===== src/rtl/score_lcd_writer.sv =====
// score_lcd_writer: HD44780 8-bit write-only sequencer.
// After power-up it runs the init commands, then renders "P1:d  P2:d" on
// line 1. It re-renders whenever either score byte differs from the copy
// that was last written.
module score_lcd_writer #(
    parameter int POWERUP_WAIT = 750000,
    parameter int EN_PULSE     = 25,
    parameter int CMD_WAIT     = 2500,
    parameter int CLEAR_WAIT   = 100000
) (
    input  logic       in_clock,
    input  logic       in_reset,
    input  logic [7:0] in_player1,
    input  logic [7:0] in_player2,
    output logic [7:0] out_lcd_data,
    output logic       out_lcd_rs,
    output logic       out_lcd_rw,
    output logic       out_lcd_en,
    output logic       out_busy
);

    // SETUP/PULSE/HOLD/WAIT are the phases of one byte transfer. Which byte
    // is being sent, and whether it belongs to init or refresh, is held in idx_q.
    typedef enum logic [2:0] {
        ST_POWER_UP,
        ST_SETUP,
        ST_PULSE,
        ST_HOLD,
        ST_WAIT,
        ST_IDLE
    } state_t;

    // Sequence index: 0..3 are init commands, 4..14 are the refresh bytes.
    localparam logic [3:0] IDX_CLEAR   = 4'd2;
    localparam logic [3:0] IDX_REFRESH = 4'd4;
    localparam logic [3:0] IDX_LAST    = 4'd14;

    // Terminal counts for the shared delay counter (each phase counts from 0).
    localparam logic [19:0] PU_LAST    = 20'(POWERUP_WAIT - 1);
    localparam logic [19:0] EN_LAST    = 20'(EN_PULSE - 1);
    localparam logic [19:0] CMD_LAST   = 20'(CMD_WAIT - 1);
    localparam logic [19:0] CLEAR_LAST = 20'(CLEAR_WAIT - 1);

    state_t      state_q, state_d;
    logic [19:0] cnt_q, cnt_d;
    logic [3:0]  idx_q, idx_d;
    logic [7:0]  shadow1_q, shadow1_d;
    logic [7:0]  shadow2_q, shadow2_d;
    logic [7:0]  data_q, data_d;
    logic        rs_q, rs_d;
    logic        en_q, en_d;
    logic        busy_q, busy_d;

    logic        mismatch;
    logic        load;
    logic [3:0]  load_idx;
    logic [19:0] wait_last;

    // {rs, data} for each position in the sequence.
    function automatic logic [8:0] seq_byte(input logic [3:0] idx,
                                            input logic [7:0] s1,
                                            input logic [7:0] s2);
        logic [8:0] b;
        case (idx)
            4'd0:    b = 9'h038;
            4'd1:    b = 9'h00C;
            4'd2:    b = 9'h001;
            4'd3:    b = 9'h006;
            4'd4:    b = 9'h080;
            4'd5:    b = 9'h150;
            4'd6:    b = 9'h131;
            4'd7:    b = 9'h13A;
            4'd8:    b = {1'b1, s1};
            4'd9:    b = 9'h120;
            4'd10:   b = 9'h120;
            4'd11:   b = 9'h150;
            4'd12:   b = 9'h132;
            4'd13:   b = 9'h13A;
            4'd14:   b = {1'b1, s2};
            default: b = 9'h000;
        endcase
        return b;
    endfunction

    // Next-state, counter, shadow and output-register logic.
    always_comb begin
        state_d   = state_q;
        cnt_d     = cnt_q;
        idx_d     = idx_q;
        shadow1_d = shadow1_q;
        shadow2_d = shadow2_q;
        data_d    = data_q;
        rs_d      = rs_q;
        en_d      = en_q;
        busy_d    = busy_q;
        load      = 1'b0;
        load_idx  = idx_q;
        mismatch  = (in_player1 != shadow1_q) || (in_player2 != shadow2_q);
        wait_last = (idx_q == IDX_CLEAR) ? CLEAR_LAST : CMD_LAST;

        case (state_q)
            ST_POWER_UP: begin
                if (cnt_q == PU_LAST) begin
                    load     = 1'b1;
                    load_idx = 4'd0;
                end else begin
                    cnt_d = cnt_q + 20'd1;
                end
            end
            ST_SETUP: begin
                state_d = ST_PULSE;
                en_d    = 1'b1;
                cnt_d   = '0;
            end
            ST_PULSE: begin
                if (cnt_q == EN_LAST) begin
                    state_d = ST_HOLD;
                    en_d    = 1'b0;
                    cnt_d   = '0;
                end else begin
                    cnt_d = cnt_q + 20'd1;
                end
            end
            ST_HOLD: begin
                state_d = ST_WAIT;
                cnt_d   = '0;
            end
            ST_WAIT: begin
                if (cnt_q == wait_last) begin
                    cnt_d = '0;
                    if (idx_q != IDX_LAST) begin
                        // Init rolls straight into the first, unconditional refresh.
                        load     = 1'b1;
                        load_idx = idx_q + 4'd1;
                    end else if (mismatch) begin
                        // Change arrived mid-refresh: go again without dropping busy.
                        load     = 1'b1;
                        load_idx = IDX_REFRESH;
                    end else begin
                        state_d = ST_IDLE;
                        busy_d  = 1'b0;
                    end
                end else begin
                    cnt_d = cnt_q + 20'd1;
                end
            end
            ST_IDLE: begin
                busy_d = 1'b0;
                if (mismatch) begin
                    load     = 1'b1;
                    load_idx = IDX_REFRESH;
                end
            end
            default: begin
                state_d = ST_POWER_UP;
                cnt_d   = '0;
            end
        endcase

        // Start a byte transfer: present data/RS now, strobe on the next cycle.
        if (load) begin
            state_d = ST_SETUP;
            cnt_d   = '0;
            idx_d   = load_idx;
            busy_d  = 1'b1;
            if (load_idx == IDX_REFRESH) begin
                // Freeze the scores for the whole refresh.
                shadow1_d = in_player1;
                shadow2_d = in_player2;
            end
            {rs_d, data_d} = seq_byte(load_idx, shadow1_q, shadow2_q);
        end
    end

    // State and output registers with synchronous reset.
    always_ff @(posedge in_clock) begin
        if (in_reset) begin
            state_q   <= ST_POWER_UP;
            cnt_q     <= '0;
            idx_q     <= '0;
            shadow1_q <= '0;
            shadow2_q <= '0;
            data_q    <= '0;
            rs_q      <= 1'b0;
            en_q      <= 1'b0;
            busy_q    <= 1'b1;
        end else begin
            state_q   <= state_d;
            cnt_q     <= cnt_d;
            idx_q     <= idx_d;
            shadow1_q <= shadow1_d;
            shadow2_q <= shadow2_d;
            data_q    <= data_d;
            rs_q      <= rs_d;
            en_q      <= en_d;
            busy_q    <= busy_d;
        end
    end

    assign out_lcd_data = data_q;
    assign out_lcd_rs   = rs_q;
    assign out_lcd_rw   = 1'b0;
    assign out_lcd_en   = en_q;
    assign out_busy     = busy_q;

endmodule

===== config.mk =====
export PLATFORM = sky130hd
export DESIGN_NAME = score_lcd_writer
export DESIGN_NICKNAME = d
export VERILOG_FILES = /design/src/rtl/score_lcd_writer.sv
export SDC_FILE = /design/constraint.sdc
export NUM_CORES = 1
export LEC_CHECK = 0
export ABC_AREA = 1
export BUFFER_PORTS_ARGS = -buffer_cell sky130_fd_sc_hd__buf_4
export CAP_MARGIN = 20
export CORE_MARGIN = 5
export CORE_UTILIZATION = 30
export CTS_BUF_LIST = sky130_fd_sc_hd__clkbuf_8
export DETAILED_ROUTE_END_ITERATION = 6
export PLACE_DENSITY = 0.47
export SETUP_SLACK_MARGIN = 0.2
export SLEW_MARGIN = 0
export SYNTH_ARGS = -nofsm -noshare
export SYNTH_HDL_FRONTEND = slang
export SYNTH_SLANG_ARGS = --single-unit

===== constraint.sdc =====
create_clock -name in_clock -period 4 [get_ports in_clock]
set_input_delay 0.8 -clock in_clock [delete_from_list [all_inputs] [get_ports in_clock]]
set_output_delay 0.8 -clock in_clock [all_outputs]
set_load 0.01 [all_outputs]

==> qor.csv, run 1 <==
metric;value;unit
final_nets;579;
drv_cap;0;
required;4.26;ns
place_congestion;0.848;
slew_headroom;0.483;
wl_per_cell;12.4;µm
postRouteAntennaNets;0;
start_util;0.309;
seq_area_frac_synth;0.319;
drt-initial-drc-count;146;
min_path_type;flip-flop to flip-flop;
ios;30;
syn_area;3380;µm²
cts.reportedPaths.clkPinSlew;0.12;ns
path_common_cell;nand2_4;
ir_drop;0.134;mV
via_per_inst;4.64;
synth_top_area_cell;dfxtp_1;
crit_chain;ha_1 -> inv_2 -> nor2_1 -> nand3_1 -> nor3_4 -> nand3_4 -> nand2_1 -> nand3_2 -> nand2_4 -> inv_4 -> nor2_8 -> nand2_4 -> nor2_4 -> o21ai_0 -> a21oi_2;
tightest_slew;0.774;ns
max_stage_delay;0.59;ns
setup_viol;0;
synth_edf_count;0;
yosysUniqueCellTypes;43;
grt_util_all_layers;0.132;
avgSynthCellArea;6.40;µm²
diodes;0;
final_common_cell;nand2_1;
cts_max_path_buffers;2;
end_kind;flip-flop;
vias;3241;
clock_latency;0.33;ns
die-area;13500;µm²
min_from;out_lcd_data[6];
crit_start;cnt_q[0];
cts_htree_levels;2;
drive_above_1_share;0.159;
drt-total-wl;8.68;mm
rsz0062_at_grt;no;
post_cts_buffers;0;
slew_violations;0;
async_reset_ff_frac;0;
cts_tree;done;
area_growth;12.9;%
dieWidth;116;µm
grt_pass1_wl;14.4;mm
antenna_found_initial;0;
p_sw_frac;0.267;
grt_pass1_vias;3114;
ys_warn_count;0;
p_comb_frac;0.057;
crit_arrival;3.19;ns
crit_type;flip-flop to flip-flop;
cts_made_buffers;5;
die_h;116;µm
p_sw;0.253;mW
drt_pass1_iterations;5;
start_kind;flip-flop;
clkPwrFrac;0.369;
netlist_instances;529;
layout_common_cells;nand2_1, nor2_1, inv_1;
synth-seq-cells;54;
max_freq;341;MHz
fin_crit_sh;0.732;
yosysTopAreaCellShare;0.319;
outcome;finished clean;
rows;38;
total_power;0.947;mW
cts_sinks;54;
drc_errors;0;
fin_worst_skew;0.0166;ns
postCtsHoldBufs;0;
path_max_fanout;29;
worstReg2RegStart;cnt_q[0];
hpwl;6.77;mm
power_density;248;nW/µm²
fp.coreArea;10900;µm²
p_int;0.694;mW
critical-path-slowest-cell;nor2_4;
port_buffers;28;
yosys-top-cells-area;dfxtp_1, nand2_1, nor2_1;
leakage;1.68;nW
grt_overflow;0;
root_buffer;clkbuf_8;
final_hold_viol_count;0;
synth.net_count;551;
ctsResizeCount;0;
seqPwrFrac;0.574;
ys.flop_type;dfxtp_1;
grt_max_degree;30;
finalSetupTns;0;ns
layout_min_cycle_time;2.93;ns
[logic make-up (layout without fill, tap and decap cells)]
group	Yosys count	after routing	synth area share
and+or+nand+nor	306	306	0.413
buffers and inverters	94	123	0.113
AOI/OAI and AO/OA	62	62	0.118
DFF	54	54	0.319
xor gates and xnor gates	8	8	0.0207
adders and majority gates	4	4	0.0148
other	1	1	0.00111
[routing by layer]
| layer | vias to the layer above | routed length, µm | track usage |
|---|---|---|---|
| met1 | 1458 | 4220 | 0.168 |
| met3 | 14 | 264 | 0.0244 |
| li1 | 1720 | - | - |
| met5 | - | 0 | 0 |
| met4 | 0 | 155 | 0.0425 |
| met2 | 49 | 4040 | 0.226 |
[sequential cells by signal, summed over array words and instances, names as in the netlist]
register / cells
idx_q: 4
shadow2_q: 8
cnt_q: 20
shadow1_q: 8
out_lcd_data: 8
out_lcd_rs: 1
out_lcd_en: 1
out_busy: 1
state_q: 3
[cells in the mapped netlist, types with 7 or more instances]
cell     instances
dfxtp_1         54
nand3_1         38
o21ai_0         21
xor2_1           7
nor2_1          75
inv_2           13
nand2_2          7
o21ai_1          7
inv_1           70
nor3_1          10
a21oi_2         11
nand2_1        146
a21oi_1         14
nand4_1          8
[through the flow]
step / util / setup WS, ns / cells / area, µm² / hold WS (ns)
2_1_floorplan: - / 1.61 / 529 / 3380 / 0.474
6_report: 0.349 / 1.07 / 698 / 3820 / 0.457
4_1_cts: 0.349 / 1.03 / 698 / 3820 / 0.463
5_1_grt: 0.349 / 0.762 / 698 / 3820 / 0.484
3_3_place_gp: 0.340 / 0.910 / 690 / 3720 / 0.442
3_5_place_dp: 0.340 / 0.905 / 690 / 3720 / 0.445
[cell type report]
cell class,instances,area [µm²]
fill,1241,7120
tap,140,175
multi-input combinational,381,1920
timing repair buffer,30,225
clock inverter,3,28.8
clock buffer,5,68.8
sequential,54,1080
inverter,85,322
[worst max-delay path: cells and delay by family, from the launching register on]
family          cells  cell delay [ns]
compound gates      2             0.35
fa+ha+maj           1             0.29
buf+inv             2             0.13
flops               1             0.43
simple gates       10             1.66
[path summary, 6_finish.rpt]
check                                        to  slack (ns)  cells past startpoint
worst min register to register  out_lcd_data[6]        0.46                      2
worst max-delay path               shadow2_q[7]        1.07                     15
worst min-delay path            out_lcd_data[6]        0.46                      2
worst max register to register     shadow2_q[7]        1.07                     15
[power by group through the flow]
stage          Clock (mW)  Combinational (mW)  Sequential, mW
3_5_place_dp            0              0.0545           0.556
4_1_cts             0.362              0.0548           0.544
6_report            0.349              0.0540           0.544
2_1_floorplan           0              0.0317           0.555
5_1_grt             0.381              0.0613           0.544
3_3_place_gp            0              0.0545           0.556
(Power assumes the default switching activity.)
==> inputs of run 2 (changes only) <==
clock period = 3 ns   (was 4 ns; I/O delays follow)
==> run 2 against run 1 <==
First-iteration DRC count rose by 18%. Combinational power rose by 36%. Cell count increased by 0.43%. Sequential power up 33%. Clock skew fell by 0.0039 ns. Total power increased by 30%. Critical path depth up 1. Critical endpoint is now shadow1_q[2]. Largest cell class unchanged.
==> qor.csv, run 2 (same netlist as run 1, synthesis figures left out) <==
metric;value;unit
cts_tree;done;
fin_crit_sh;0.851;
cts_max_path_buffers;2;
end_kind;flip-flop;
drive_above_1_share;0.164;
layout_min_cycle_time;2.55;ns
grt_pass1_wl;14.3;mm
max_stage_delay;0.42;ns
grt_util_all_layers;0.131;
vias;3206;
cp_top_family;simple AND/OR/NAND/NOR gates;
drt-initial-drc-count;173;
cts.reportedPaths.clkPinSlew;0.09;ns
slew_violations;0;
final_common_cell;nand2_1;
clock_latency;0.32;ns
rows;38;
via_per_inst;4.57;
finalWorstSetupSlack;0.448;ns
ir_drop;0.162;mV
largest_reg_flops;20;
p_sw;0.294;mW
setup_viol;0;
crit_chain;ha_2 -> inv_2 -> nor2_1 -> nand3_1 -> nor3_4 -> nand3_4 -> nand2_1 -> nand3_2 -> nand2_4 -> inv_4 -> nor2_8 -> nand2_4 -> nor2_4 -> buf_4 -> o21ai_0 -> a21oi_2;
p_int;0.935;mW
place_congestion;0.868;
outcome;finished clean;
antenna_found_initial;0;
p_sw_frac;0.239;
wl_per_cell;11.9;µm
cts_htree_levels;2;
total_power;1.23;mW
diodes;0;
fin_worst_skew;0.0128;ns
fin_hold_ws;0.459;ns
rsz0062_at_grt;no;
start_kind;flip-flop;
die-area;13500;µm²
grt_overflow;0;
port_buffers;28;
leakage;1.70;nW
drt-total-wl;8.34;mm
path_buf_inv;3;
regMostFlops;cnt_q;
grt_pass1_vias;3121;
critical-path-slowest-cell;dfxtp_1;
root_buffer;clkbuf_8;
ios;30;
finalSetupTns;0;ns
clkPwrFrac;0.351;
postRouteAntennaNets;0;
hpwl;6.70;mm
die_h;116;µm
start_util;0.309;
postCtsHoldBufs;0;
area_growth;13.4;%
final_nets;582;
drv_cap;0;
drt_pass1_iterations;4;
cts_sinks;54;
drc_errors;0;
crit_arrival;2.80;ns
path_common_cell;nand2_4;
grt_max_degree;17;
power_density;320;nW/µm²
p_comb_frac;0.060;
final_hold_viol_count;0;
layout_common_cells;nand2_1, nor2_1, inv_1;
crit_type;flip-flop to flip-flop;
fp.coreArea;10900;µm²
path_max_fanout;16;
cts_made_buffers;5;
dieWidth;116;µm
max_freq;392;MHz
post_cts_buffers;0;
required;3.25;ns
preCtsSetupSlack;0.407;ns
min_path_type;flip-flop to flip-flop;
seqPwrFrac;0.589;
==> run 2: area by class of cell <==
class	count	area, µm²
fill	1229	7100
multi-input combinational	381	1920
sequential	54	1080
inverter	85	322
timing repair buffer	33	248
tap	140	175
clock buffer	6	82.6
clock inverter	2	8.76
==> run 2: power groups by stage <==
stage | clock [mW] | combinational (mW) | sequential (mW)
after floorplan | 0 | 0.0423 | 0.740
after global placement | 0 | 0.0731 | 0.741
after detailed placement | 0 | 0.0744 | 0.741
after CTS | 0.460 | 0.0748 | 0.724
after global routing | 0.478 | 0.0830 | 0.725
final | 0.432 | 0.0737 | 0.724
==> run 2: final timing paths <==
kind	slack [ns]	end	depth (start not counted)	from
worst max-delay path	0.45	shadow1_q[2]	16	cnt_q[0]
worst min-delay path	0.46	out_lcd_data[6]	2	out_lcd_data[6]
worst max register to register	0.45	shadow1_q[2]	16	cnt_q[0]
worst min register to register	0.46	out_lcd_data[6]	2	out_lcd_data[6]
==> run 2: timing repair <==
| action | 4_1_cts | 5_1_grt |
|---|---|---|
| endpoints found under the setup margin | 0 | 3 |
| gates resized for setup | 0 | 1 |
| hold endpoints to repair | 0 | 0 |
==> run 2: layer usage <==
metal | wire, µm | track usage
met5 | 0 | 0
met4 | 61 | 0.0333
met1 | 4110 | 0.172
met2 | 3950 | 0.223
met3 | 220 | 0.0233
==> run 2: tightest hold or removal path: cells and delay by family, from the launching register on <==
kind	cells	cell delay (ns)
AND/OR/NAND/NOR	2	0.10
flip-flops	1	0.32
==> run 2: through the flow <==
stage / instance area, µm² / util / std cells
after floorplan: 3380 / - / 529
after global placement: 3740 / 0.342 / 693
after detailed placement: 3740 / 0.342 / 693
after CTS: 3840 / 0.351 / 701
after global routing: 3840 / 0.351 / 701
final: 3840 / 0.351 / 701
==> inputs of run 3 (changes only) <==
--- a/config.mk
+++ b/config.mk
@@ -10,2 +10,3 @@
 export CAP_MARGIN = 20
+export CORE_ASPECT_RATIO = 1.75
 export CORE_MARGIN = 5
--- a/constraint.sdc
+++ b/constraint.sdc
@@ -3,2 +3,2 @@
 set_output_delay 0.6 -clock in_clock [all_outputs]
-set_load 0.01 [all_outputs]
+set_load 0.02 [all_outputs]
==> run 3 against run 2 <==
Count of clock-buffer cells in the layout is 1 lower. Die area is 0.62% higher. Maximum frequency is 0.53% lower. Clock power is 4% higher. Largest cell class unchanged.
==> qor.csv, run 3 (same netlist as run 1, synthesis figures left out) <==
metric;value;unit
p_comb_frac;0.060;
finalNonFillerCells;692;
die_h;151;µm
postCtsHoldBufs;0;
final_hold_viol_count;0;
hpwl;7.67;mm
post_cts_buffers;0;
drc_errors;0;
p_sw_frac;0.263;
via_per_inst;4.69;
regMostFlops;cnt_q;
layout_min_cycle_time;2.57;ns
ir_drop;0.162;mV
min_path_type;flip-flop to flip-flop;
min_from;out_lcd_data[0];
required;3.27;ns
final_common_cell;nand2_1;
slew_violations;0;
largest_reg_flops;20;
place_inst;684;
dieWidth;90.3;µm
place_congestion;0.877;
vias;3245;
root_buffer;clkbuf_8;
diodes;0;
preCtsSetupSlack;0.348;ns
final_nets;581;
outcome;finished clean;
setup_viol;0;
leakage;1.69;nW
crit_type;flip-flop to flip-flop;
crit_arrival;2.83;ns
drt-initial-drc-count;119;
die-area;13600;µm²
hold-path-cell-count;2;
fin_crit_sh;0.855;
rsz0062_at_grt;no;
seqPwrFrac;0.580;
antenna_found_initial;0;
rows;51;
layout_common_cells;nand2_1, nor2_1, inv_1;
grt_util_all_layers;0.145;
drv_cap;0;
drt_pass1_iterations;5;
cts_made_buffers;5;
timing.rr.end;shadow1_q[3];
path_max_fanout;29;
postRouteAntennaNets;0;
ios;30;
p_int;0.921;mW
total_power;1.25;mW
start_util;0.305;
cts_max_path_buffers;2;
cts_tree;done;
area_growth;13.3;%
clock_latency;0.33;ns
ctsResizeCount;0;
grt_max_degree;30;
r2r_setup_slack;0.43;ns
cts_sinks;54;
cts_htree_levels;2;
worstHoldEndpoint;out_lcd_data[0];
cts.reportedPaths.clkPinSlew;0.12;ns
p_sw;0.328;mW
grt_pass1_wl;15.8;mm
wl_per_cell;13.7;µm
max_freq;390;MHz
finalSetupTns;0;ns
reg2reg_depth;16;
stdcell_area;3840;µm²
grt_pass1_vias;3277;
start_kind;flip-flop;
grt_overflow;0;
clkPwrFrac;0.360;
end_kind;flip-flop;
place_area;3740;µm²
drive_above_1_share;0.164;
port_buffers;28;
finalWorstSetupSlack;0.434;ns
fillers;1244;
drt-total-wl;9.46;mm
worstReg2RegStart;cnt_q[0];
fp.coreArea;11100;µm²
power_density;326;nW/µm²
fin_worst_skew;0.0141;ns
## run 3: routing by layer
| layer | GRT usage | up-vias | share of wire |
|---|---|---|---|
| met4 | 0.0604 | 0 | 0.031 |
| li1 | - | 1717 | - |
| met1 | 0.135 | 1472 | 0.36 |
| met2 | 0.300 | 41 | 0.59 |
| met3 | 0.0245 | 15 | 0.022 |
| met5 | 0 | - | 0 |
## run 3: layout make-up
type / count / area (µm²) / area share
clock buffers: 5 / 68.8 / 0.0179
clock inverters: 3 / 25.0 / 0.00652
flip-flops and latches: 54 / 1080 / 0.282
inverters: 85 / 322 / 0.0838
multi-input cells: 381 / 1920 / 0.501
repair buffers: 32 / 253 / 0.0659
well taps: 132 / 165 / 0.0431
## run 3: power by group through the flow
stage                     registers, mW  logic (mW)  clock network (mW)
after floorplan                   0.740      0.0428                   0
after global placement            0.741      0.0764                   0
after detailed placement          0.741      0.0771                   0
after CTS                         0.724      0.0773               0.470
after global routing              0.725      0.0861               0.493
final                             0.724      0.0755               0.450
## run 3: worst max-delay path by stage
stage	startpoint	to	slack (ns)
5_1_grt	cnt_q[0]	shadow2_q[3]	0.23
3_3_place_gp	in_player1[4]	out_lcd_data[0]	0.39
4_1_cts	cnt_q[0]	shadow1_q[0]	0.38
2_1_floorplan	in_player1[2]	shadow1_q[7]	0.81
3_5_place_dp	in_player2[1]	out_lcd_data[0]	0.35
6_report	cnt_q[0]	shadow1_q[3]	0.43
## run 3: metrics by stage
stage | utilization | hold WS, ns
finish | 0.346 | 0.462
global route | 0.346 | 0.482
CTS | 0.345 | 0.466
detailed placement | 0.337 | 0.442
global placement | 0.337 | 0.442
floorplan | - | 0.483
## run 3: worst max-delay path, stage by stage, from the launching register on
cell	delay [ns]
dfxtp_1	0.42
ha_2	0.26
inv_2	0.06
nor2_1	0.08
nand3_1	0.14
nor3_4	0.20
nand3_4	0.12
nand2_1	0.15
nand3_2	0.12
nand2_4	0.11
inv_4	0.07
nor2_8	0.15
nand2_4	0.08
nor2_4	0.10
buf_12	0.20
o21ai_0	0.12
a21oi_2	0.13
